`src/rtl/conv_pkg.sv`:
```
// rtl/conv_pkg.sv - shared types and helpers for the convolution compute slots
package conv_pkg;

   localparam int DATA_W = 8;
   localparam int ACC_W  = 20;

   typedef enum logic [1:0] {
      IDLE  = 2'd0,
      ISSUE = 2'd1,
      WAIT  = 2'd2,
      DONE  = 2'd3
   } alloc_state_t;

   typedef struct packed {
      logic signed [3:0] dx;
      logic signed [3:0] dy;
   } tap_offset_t;

   // Row-major tap index to window offset, centred on zero.
   function automatic tap_offset_t tap_offset(input logic [4:0] tap, input int k);
      tap_offset_t o;
      int r;
      r    = (k - 1) / 2;
      o.dx = 4'(int'(tap) % k - r);
      o.dy = 4'(int'(tap) / k - r);
      return o;
   endfunction

endpackage

```
`src/rtl/conv_tap_counter.sv`:
```
// rtl/conv_tap_counter.sv - walks the K x K window taps in row-major order
module conv_tap_counter #(
   parameter int K = 3
) (
   input  logic              clk,
   input  logic              rst,
   input  logic              clear,
   input  logic              advance,
   output logic signed [3:0] dx,
   output logic signed [3:0] dy,
   output logic [4:0]        tap,
   output logic              last
);
   import conv_pkg::*;

   localparam logic [4:0]        LAST_TAP = 5'(K * K - 1);
   localparam logic signed [3:0] R        = 4'((K - 1) / 2);
   localparam tap_offset_t       START    = tap_offset(5'd0, K);

   assign last = (tap == LAST_TAP);

   always_ff @(posedge clk) begin
      if (!rst) begin
         tap <= '0;
         dx  <= '0;
         dy  <= '0;
      end else if (clear) begin
         tap <= '0;
         dx  <= START.dx;
         dy  <= START.dy;
      end else if (advance && !last) begin
         tap <= tap + 5'd1;
         if (dx == R) begin
            dx <= -R;
            dy <= dy + 4'sd1;
         end else begin
            dx <= dx + 4'sd1;
         end
      end
   end

endmodule

```
`src/rtl/conv_allocator.sv`:
```
// rtl/conv_allocator.sv - one compute slot: fetch a K x K window and return its weighted sum
module conv_allocator #(
   parameter int K      = 3,
   parameter int DATA_W = conv_pkg::DATA_W,
   parameter int ACC_W  = conv_pkg::ACC_W
) (
   input  logic              clk,
   input  logic              rst,
   input  logic [7:0]        image_dim,
   input  logic              select,
   input  logic [7:0]        center_x,
   input  logic [7:0]        center_y,
   output logic              busy,
   output logic              pix_req,
   input  logic              pix_gnt,
   output logic [7:0]        pix_x,
   output logic [7:0]        pix_y,
   input  logic              pix_valid,
   input  logic [DATA_W-1:0] pix_data,
   output logic [4:0]        weight_idx,
   input  logic [DATA_W-1:0] weight_data,
   output logic              res_valid,
   input  logic              res_ready,
   output logic [ACC_W-1:0]  res_data,
   output logic [7:0]        res_x,
   output logic [7:0]        res_y,
   output logic              collision
);
   import conv_pkg::*;

   alloc_state_t             state, state_nxt;
   logic [7:0]               cx, cy;
   logic [ACC_W-1:0]         acc;
   logic signed [3:0]        dx, dy;
   logic [4:0]               tap;
   logic                     last;
   logic                     tc_clear, tc_advance;
   logic [9:0]               tx, ty;
   logic                     in_range;
   logic signed [2*DATA_W:0] w_ext, p_ext, prod;

   conv_tap_counter #(.K(K)) u_tap (
      .clk     (clk),
      .rst     (rst),
      .clear   (tc_clear),
      .advance (tc_advance),
      .dx      (dx),
      .dy      (dy),
      .tap     (tap),
      .last    (last)
   );

   // Ten bits hold cx+dx for any 8-bit centre; bit 9 set means negative.
   assign tx       = {2'b00, cx} + {{6{dx[3]}}, dx};
   assign ty       = {2'b00, cy} + {{6{dy[3]}}, dy};
   assign in_range = !tx[9] && !ty[9] && (tx[8:0] < {1'b0, image_dim})
                                      && (ty[8:0] < {1'b0, image_dim});

   assign w_ext = {{(DATA_W+1){weight_data[DATA_W-1]}}, weight_data};
   assign p_ext = {{(DATA_W+1){1'b0}}, pix_data};
   assign prod  = w_ext * p_ext;

   always_comb begin
      state_nxt  = state;
      tc_clear   = 1'b0;
      tc_advance = 1'b0;
      case (state)
         IDLE: begin
            if (select) begin
               state_nxt = ISSUE;
               tc_clear  = 1'b1;
            end
         end
         ISSUE: begin
            if (!in_range) begin
               tc_advance = 1'b1;
               state_nxt  = last ? DONE : ISSUE;
            end else if (pix_gnt) begin
               state_nxt = WAIT;
            end
         end
         WAIT: begin
            if (pix_valid) begin
               tc_advance = 1'b1;
               state_nxt  = last ? DONE : ISSUE;
            end
         end
         DONE: begin
            if (res_ready) state_nxt = IDLE;
         end
         default: state_nxt = IDLE;
      endcase
   end

   assign busy       = (state != IDLE);
   assign pix_req    = (state == ISSUE) && in_range;
   assign pix_x      = pix_req ? tx[7:0] : 8'd0;
   assign pix_y      = pix_req ? ty[7:0] : 8'd0;
   assign weight_idx = tap;
   assign res_valid  = (state == DONE);
   assign res_data   = acc;
   assign res_x      = cx;
   assign res_y      = cy;

   always_ff @(posedge clk) begin
      if (!rst) begin
         state     <= IDLE;
         cx        <= '0;
         cy        <= '0;
         acc       <= '0;
         collision <= 1'b0;
      end else begin
         state <= state_nxt;
         if (state == IDLE && select) begin
            cx  <= center_x;
            cy  <= center_y;
            acc <= '0;
         end
         if (state != IDLE && select) collision <= 1'b1;
         if (state == WAIT && pix_valid)
            acc <= acc + {{(ACC_W-2*DATA_W-1){prod[2*DATA_W]}}, prod};
      end
   end

endmodule

```
`config.mk`:
```
export PLATFORM = sky130hd
export DESIGN_NAME = conv_allocator
export DESIGN_NICKNAME = d
export VERILOG_FILES = /design/src/rtl/conv_pkg.sv /design/src/rtl/conv_tap_counter.sv /design/src/rtl/conv_allocator.sv
export SDC_FILE = /design/constraint.sdc
export NUM_CORES = 1
export LEC_CHECK = 0
export ABC_CLOCK_PERIOD_IN_PS = 15400
export CORE_MARGIN = 5
export CORE_UTILIZATION = 39
export CTS_CLUSTER_DIAMETER = 40
export CTS_CLUSTER_SIZE = 24
export DETAILED_ROUTE_END_ITERATION = 7
export GPL_ROUTABILITY_DRIVEN = 0
export PLACE_DENSITY_LB_ADDON = 0.15
export REMOVE_ABC_BUFFERS = 1
export SLEW_MARGIN = 20
export SYNTH_ARGS = -nofsm -noshare
export SYNTH_HDL_FRONTEND = slang
export SYNTH_HIERARCHICAL = 1
export SYNTH_SLANG_ARGS = --single-unit
```
`constraint.sdc`:
```
create_clock -name clk -period 15.4 [get_ports clk]
set_input_delay 3.08 -clock clk [delete_from_list [all_inputs] [get_ports clk]]
set_output_delay 3.08 -clock clk [all_outputs]
set_load 0.005 [all_outputs]
```
== Yosys cells after proc, flatten, opt, wreduce, memory -nomap -nowiden ==
Index checks and enable logic that the tools add are counted.

* Memory bits (writable): 0
* Flip-flop bits (word level): 52
* Output and inout port bits: 61
* Bits in latches: 0
* ROM bits: 0
* Memories: 0

* Equality and inequality tests: 9
* $mul: 1
* Muxes and demuxes: 22
* Magnitude comparators: 2
* Bitwise gates (word level): 1
* Reductions and logical operators: 19
* $add $sub $neg: 6
* Shift-type cells: 0
* Div/mod/pow operators: 0

{| class="wikitable"
|+ Operator list
! cell !! count
|-
| 20-bit two-way mux || 2
|-
| 4-bit two-way mux || 6
|-
| 20-bit adder || 1
|-
| 9-bit by 4-bit adder with 10-bit output || 2
|-
| 9-bit by 8-bit < comparator with 1-bit output || 2
|-
| 8-bit by 9-bit multiplier with 17-bit output || 1
|-
| 8-bit two-way mux || 2
|-
| 2-bit two-way mux || 6
|-
| 4-bit by 2-bit adder with 4-bit output (second input constant) || 2
|-
| 1-bit logical AND || 8
|-
| 2-bit one-hot mux with 4 select lines || 1
|-
| 2-bit nonzero test || 4
|-
| 5-bit by 1-bit adder with 5-bit output (second input constant) || 1
|-
| 5-bit by 4-bit equality test with 1-bit output (second input constant) || 1
|-
| 2-bit equality test (second input constant) || 2
|-
| 4-bit by 2-bit equality test with 1-bit output (second input constant) || 1
|-
| 1-bit two-way mux || 4
|-
| 2-bit != test (second input constant) || 2
|-
| 4-bit AND reduction || 1
|-
| 1-bit zero test || 3
|-
| 3-bit != test (second input constant) || 1
|-
| 2-bit by 1-bit equality test with 1-bit output (second input constant) || 1
|-
| 2-bit zero test || 1
|-
| 2-bit by 1-bit != test with 1-bit output (second input constant) || 1
|-
| 4 further kinds || 4
|}

== Logic depth before layout (Yosys ltp) ==
* Depth in word-level cells: 10
* Gate-level depth with buffers: 26
* Mapped depth without buffers: 26

== Modules after synthesis ==
The synthesis kept the hierarchy.

{| class="wikitable"
|+ By module, submodules not included
! module !! area each (um^2) !! instances !! cells each !! sequential area each (um^2)
|-
| conv_allocator || 5731.7 || 1 || 708 || 780.7
|-
| conv_tap_counter || 747.0 || 1 || 78 || 260.2
|}

== Worst setup path before layout ==
Ideal clock, no wire load.

* Path kind: input to register
* Start point: in pix_data[0]
* End point: reg acc[19] (netlist: res_data[19])
* Arrival: 7.967 ns
* Required time: 15.272 ns
* Setup slack: 7.305 ns
* Path buffers: 0
* Stages on the path: 23
* Cell sequence: nand2b_1 fa_1 fa_1 inv_1 fa_1 inv_1 fa_1 inv_1 ha_1 inv_1 o21ai_0 a21oi_1 nor2b_1 nor2_1 xnor2_1 ha_1 o21a_1 o211a_1 a221oi_1 nand2_1 a21oi_1 xnor2_1 o211ai_1

* Longest elaborated chain between the ends: 3

{| class="wikitable"
|+ RTL lines
! element !! RTL line !! text
|-
| from (decl) || conv_allocator.sv:19 || <nowiki>input logic [DATA_W-1:0] pix_data,</nowiki>
|-
| 8-bit by 9-bit multiplier with 17-bit output || conv_allocator.sv:61 || <nowiki>assign prod = w_ext * p_ext;</nowiki>
|-
| 20-bit adder || conv_allocator.sv:121 || <nowiki>acc <= acc + {{(ACC_W-2*DATA_W-1){prod[2*DATA_W]}}, prod};</nowiki>
|-
| 20-bit two-way mux || conv_allocator.sv:120 || <nowiki>if (state == WAIT && pix_valid)</nowiki>
|-
| to (signal assigned) || conv_allocator.sv:121 ||
|-
| to (decl) || conv_allocator.sv:33 || <nowiki>logic [ACC_W-1:0] acc;</nowiki>
|}

No other way between the ends.
A chain may end at the register's enable or synchronous reset.

== Worst setup path after layout ==
* Start point: in image_dim[4]
* End point: out pix_x[2]

* Longest elaborated chain between the ends: 5
* Elaborated cells on any way between the ends: 6
* Those cells by class: order compare: 2; mux: 1; reduce/logical: 3

{| class="wikitable"
|+ RTL lines
! element !! RTL line !! text
|-
| from (decl) || conv_allocator.sv:9 || <nowiki>input logic [7:0] image_dim,</nowiki>
|-
| 9-bit by 8-bit < comparator with 1-bit output || conv_allocator.sv:56 || <nowiki>assign in_range = !tx[9] && !ty[9] && (tx[8:0] < {1'b0, image_dim})</nowiki>
|-
| 1-bit logical AND || conv_allocator.sv:56 ||
|-
| 1-bit logical AND (*) || conv_allocator.sv:57 || <nowiki>&& (ty[8:0] < {1'b0, image_dim});</nowiki>
|-
| 1-bit logical AND (*) || conv_allocator.sv:96 || <nowiki>assign pix_req = (state == ISSUE) && in_range;</nowiki>
|-
| 8-bit two-way mux (*) || conv_allocator.sv:97 || <nowiki>assign pix_x = pix_req ? tx[7:0] : 8'd0;</nowiki>
|-
| to (decl) || conv_allocator.sv:16 || <nowiki>output logic [7:0] pix_x,</nowiki>
|}

Every way passes the cells marked *; elsewhere a longest branch is shown, timed or not.

==> impl_results.rst <==
.. list-table::
   :header-rows: 1

   * - Metric
     - Value
   * - Number of buffers added by the clock tree synthesis step
     - 5
   * - Asr flop ratio synth
     - 0
   * - Number of hold violations in the final report
     - 0
   * - Ys Warns
     - 6
   * - Post-DP HPWL
     - roughly 13000 um
   * - Detailed Route Iter0 Violations
     - 272
   * - Proportion of power drawn by flip-flops and latches
     - 0.188
   * - Max-Cap Viols
     - 0
   * - Setup TNS Final
     - 0 ns
   * - Clock slew at the register clock pins of the worst setup and hold paths
     - 0.07 ns
   * - Hold buffer count at CTS
     - 0
   * - Crit path capture type
     - output pin
   * - Remaining antenna violation count after routing
     - 0
   * - Final #Nets
     - 1078
   * - Setup repair after global routing missed its margin
     - false
   * - Number of placement rows
     - between 40 and 50
   * - Cell count after synthesis
     - 786
   * - Leak pwr
     - around 3.7 nW
   * - Sw Share
     - 0.472
   * - Worst-path fanout max
     - 19
   * - Area growth, synth to finish
     - 22.4%
   * - Global-route track usage on met3
     - 0.0369
   * - Sequential element share of the synthesized area
     - 0.161
   * - WL per Instance
     - roughly 15 um
   * - Setup-violating endpoint count in the final report
     - 0
   * - Cell internal power dissipation
     - around 0.00047 W
   * - Area enclosed by the die boundary
     - around 19000 um^2
   * - Design Area, Final
     - ~7900 um^2
   * - Clock tree root driver cell
     - clkbuf_16
   * - Met1 usage
     - 0.261
   * - Register bit count reported by yosys
     - between 50 and 60
   * - Clock latency at the later pin of the worst-skew pair
     - roughly 0.31 ns
   * - Met2 capacity usage during global routing
     - 0.268
   * - Worst rel slew slack
     - 0.416
   * - Die outline width
     - around 140 um
   * - Core Region
     - ~16000 um^2
   * - GR Util All Layers
     - 0.178
   * - Number of max-slew violations in the final report
     - 0
   * - Busiest layer in global routing
     - met2
   * - Port-buffer cells
     - 106
   * - Area of placed instances
     - a little under 8000 um^2
   * - Number of global-route vias before repair
     - between 5k and 6k
   * - DR vias
     - between 5k and 6k
   * - Power per standard cell area
     - 112 nW/um^2
   * - Number of design rule violations left after detail routing
     - 0
   * - Worst setup path class
     - primary input to output pin
   * - Max H-tree Level
     - 2
   * - Transition time of the tightest slew-check pin
     - 0.873 ns
   * - Mapped Avg Cell Area
     - about 8 um^2
   * - First element of the critical path
     - image_dim[4]
   * - Gates resized, CTS repair
     - 0
   * - Post-synth EDFFs
     - 0
   * - Outcome
     - completed
   * - Clock tree sinks
     - 52
   * - Max Buffers Root-to-Sink
     - 2
   * - Remaining global-route overflow
     - 0
   * - CP startpoint kind
     - primary input
   * - Main synth FF type
     - dfxtp_1
   * - Final total power
     - between 0.0008 and 0.0009 W
   * - Clock tree from TritonCTS
     - yes
   * - Layout cells sized above 1
     - 0.0326
   * - Die extent in y
     - around 140 um
   * - Maximum number of pins on one net before global-route repair
     - 38
   * - Clock network fraction of total power
     - 0.140
   * - Setup skew after layout
     - about 0.014 ns
   * - Post-CTS Repair Setup Buffers
     - 0
   * - Type of the most critical hold path
     - flop to flop
   * - Highest ir drop seen on vdd
     - 0.0000575 V
   * - Count of fill cells added during filler insertion
     - ~1.7k
   * - N_diodes
     - 0
   * - Number of primary I/O pins
     - roughly 110
   * - Max Freq
     - 0.111 GHz
   * - CP Data Required Time
     - approximately 12 ns
   * - Global-route wire length before repair
     - approximately 29000 um
   * - Summed instance area of the synthesized netlist
     - between 6000 and 7000 um^2
   * - Clock period minus final worst setup slack
     - approximately 9.0 ns
   * - Arrival @ worst endpoint
     - 5.90 ns
   * - Antenna violations before repair
     - 0
   * - Count of different cell masters after synthesis
     - just under 70
   * - Detailed-routing iteration count for the pre-antenna-repair pass
     - 6
   * - Wirelength, routed
     - roughly 17000 um
   * - Mean number of vias per cell
     - between 5 and 6
   * - Crit Reg-Reg Startpoint
     - u_tap/dx[0]$_SDFFE_PN0P_
   * - Starting utilization of the core area
     - 0.393
   * - Combinational share of power
     - 0.672
   * - Worst Min Path Start
     - res_data[13]$_SDFFE_PN0P_
   * - Switching power of the nets
     - approximately 0.00042 W
   * - Fin crit share
     - 0.583
[synthesized netlist by cell type (13+ instances only)]
library cell  number  area [um^2]
a21o_1            14          105
a21oi_1           65          325
and2_1            45          282
and3_1            13         81.3
dfxtp_1           52         1040
fa_1              40          801
ha_1             104         1300
inv_1             95          357
nand2_1           83          312
nor2_1            40          150
o21ai_0           33          165
xnor2_1           22          193
xor2_1            16          140
[layout by cell type (no fill, tap or decap), types with 5 or more instances in the layout]
cell,count
clkdlybuf4s50_1,106
o211ai_1,11
a21oi_1,65
and3_1,13
nor2b_1,5
a22oi_1,7
and2_1,45
and3_2,7
nand2_1,83
fa_1,40
nor2_1,40
nand2b_1,11
xor2_1,16
dfxtp_1,52
nor3b_1,6
ha_1,104
inv_1,95
nor3_1,5
o21ai_0,33
o21a_1,7
a21o_1,14
a311oi_1,5
nand4_1,6
xnor2_1,22
nand3_1,9
a211oi_1,11
clkbuf_16,5
[power groups by stage]
stage,Sequential (W),Clock (W),Combinational (W)
after floorplan,0.000165,0,0.000436
after global placement,0.000170,0,0.000597
after detailed placement,0.000170,0,0.000597
after CTS,0.000167,0.000131,0.000602
after global routing,0.000170,0.000135,0.000684
final,0.000167,0.000125,0.000598
[stage by stage]
| step | util | cells | hold WS [ns] | setup slack [ns] |
|---|---|---|---|---|
| 3_5_place_dp | 0.472 | 1101 | 0.470 | 6.27 |
| 5_1_grt | 0.482 | 1109 | 0.512 | 6.17 |
| 6_report | 0.482 | 1109 | 0.483 | 6.42 |
| 3_3_place_gp | 0.472 | 1101 | 0.467 | 6.34 |
| 2_1_floorplan | - | 772 | 0.460 | 7.31 |
| 4_1_cts | 0.482 | 1109 | 0.486 | 6.42 |
[path summary, 6_finish.rpt]
kind,endpoint,slack (ns),depth (start not counted)
worst min register to register,res_data[13]$_SDFFE_PN0P_,0.48,2
worst max-delay path,pix_x[2],6.42,10
worst min-delay path,res_data[13]$_SDFFE_PN0P_,0.48,2
worst max register to register,u_tap/dx[1]$_SDFFE_PN0P_,10.99,19
[flip-flops by register name, indices dropped and copies added, names as in the netlist]
register   count
collision      1
res_data      20
res_x          8
res_y          8
state          2
u_tap/dx       4
u_tap/dy       4
u_tap/tap      5
[layout make-up]
cell class / count / area (um^2) / share of cell area
Tap cell: 220 / 275 / 0.0347
Sequential cell: 52 / 1040 / 0.131
Clock buffer: 5 / 125 / 0.0158
Multi-Input combinational cell: 623 / 5010 / 0.631
Inverter: 97 / 367 / 0.0462
Clock inverter: 3 / 33.8 / 0.00426
Timing Repair Buffer: 109 / 1080 / 0.137
[per-layer routing]
metal / vias up / wire length (um)
met5: - / 0
met4: 0 / 310
met3: 18 / 653
met1: 2607 / 8630
met2: 86 / 7120
li1: 2932 / -
[critical path: stages]
cell	delay, ns
clkdlybuf4s50_1	0.45
inv_1	0.05
ha_1	0.30
a21o_1	0.17
a211o_1	0.29
o221ai_1	0.15
nand4_1	0.16
a31oi_4	0.47
and3_2	0.27
clkdlybuf4s50_1	0.50
[logic make-up after synthesis]
group,after synthesis,share of synthesized area
mux,1,0.00155
compound gates,193,0.194
simple gates,247,0.200
flops,52,0.161
fa+ha+maj,144,0.324
xor+xnor,38,0.0514
buf+inv,111,0.0674
No activity file was read; power rests on OpenSTA's default activity.
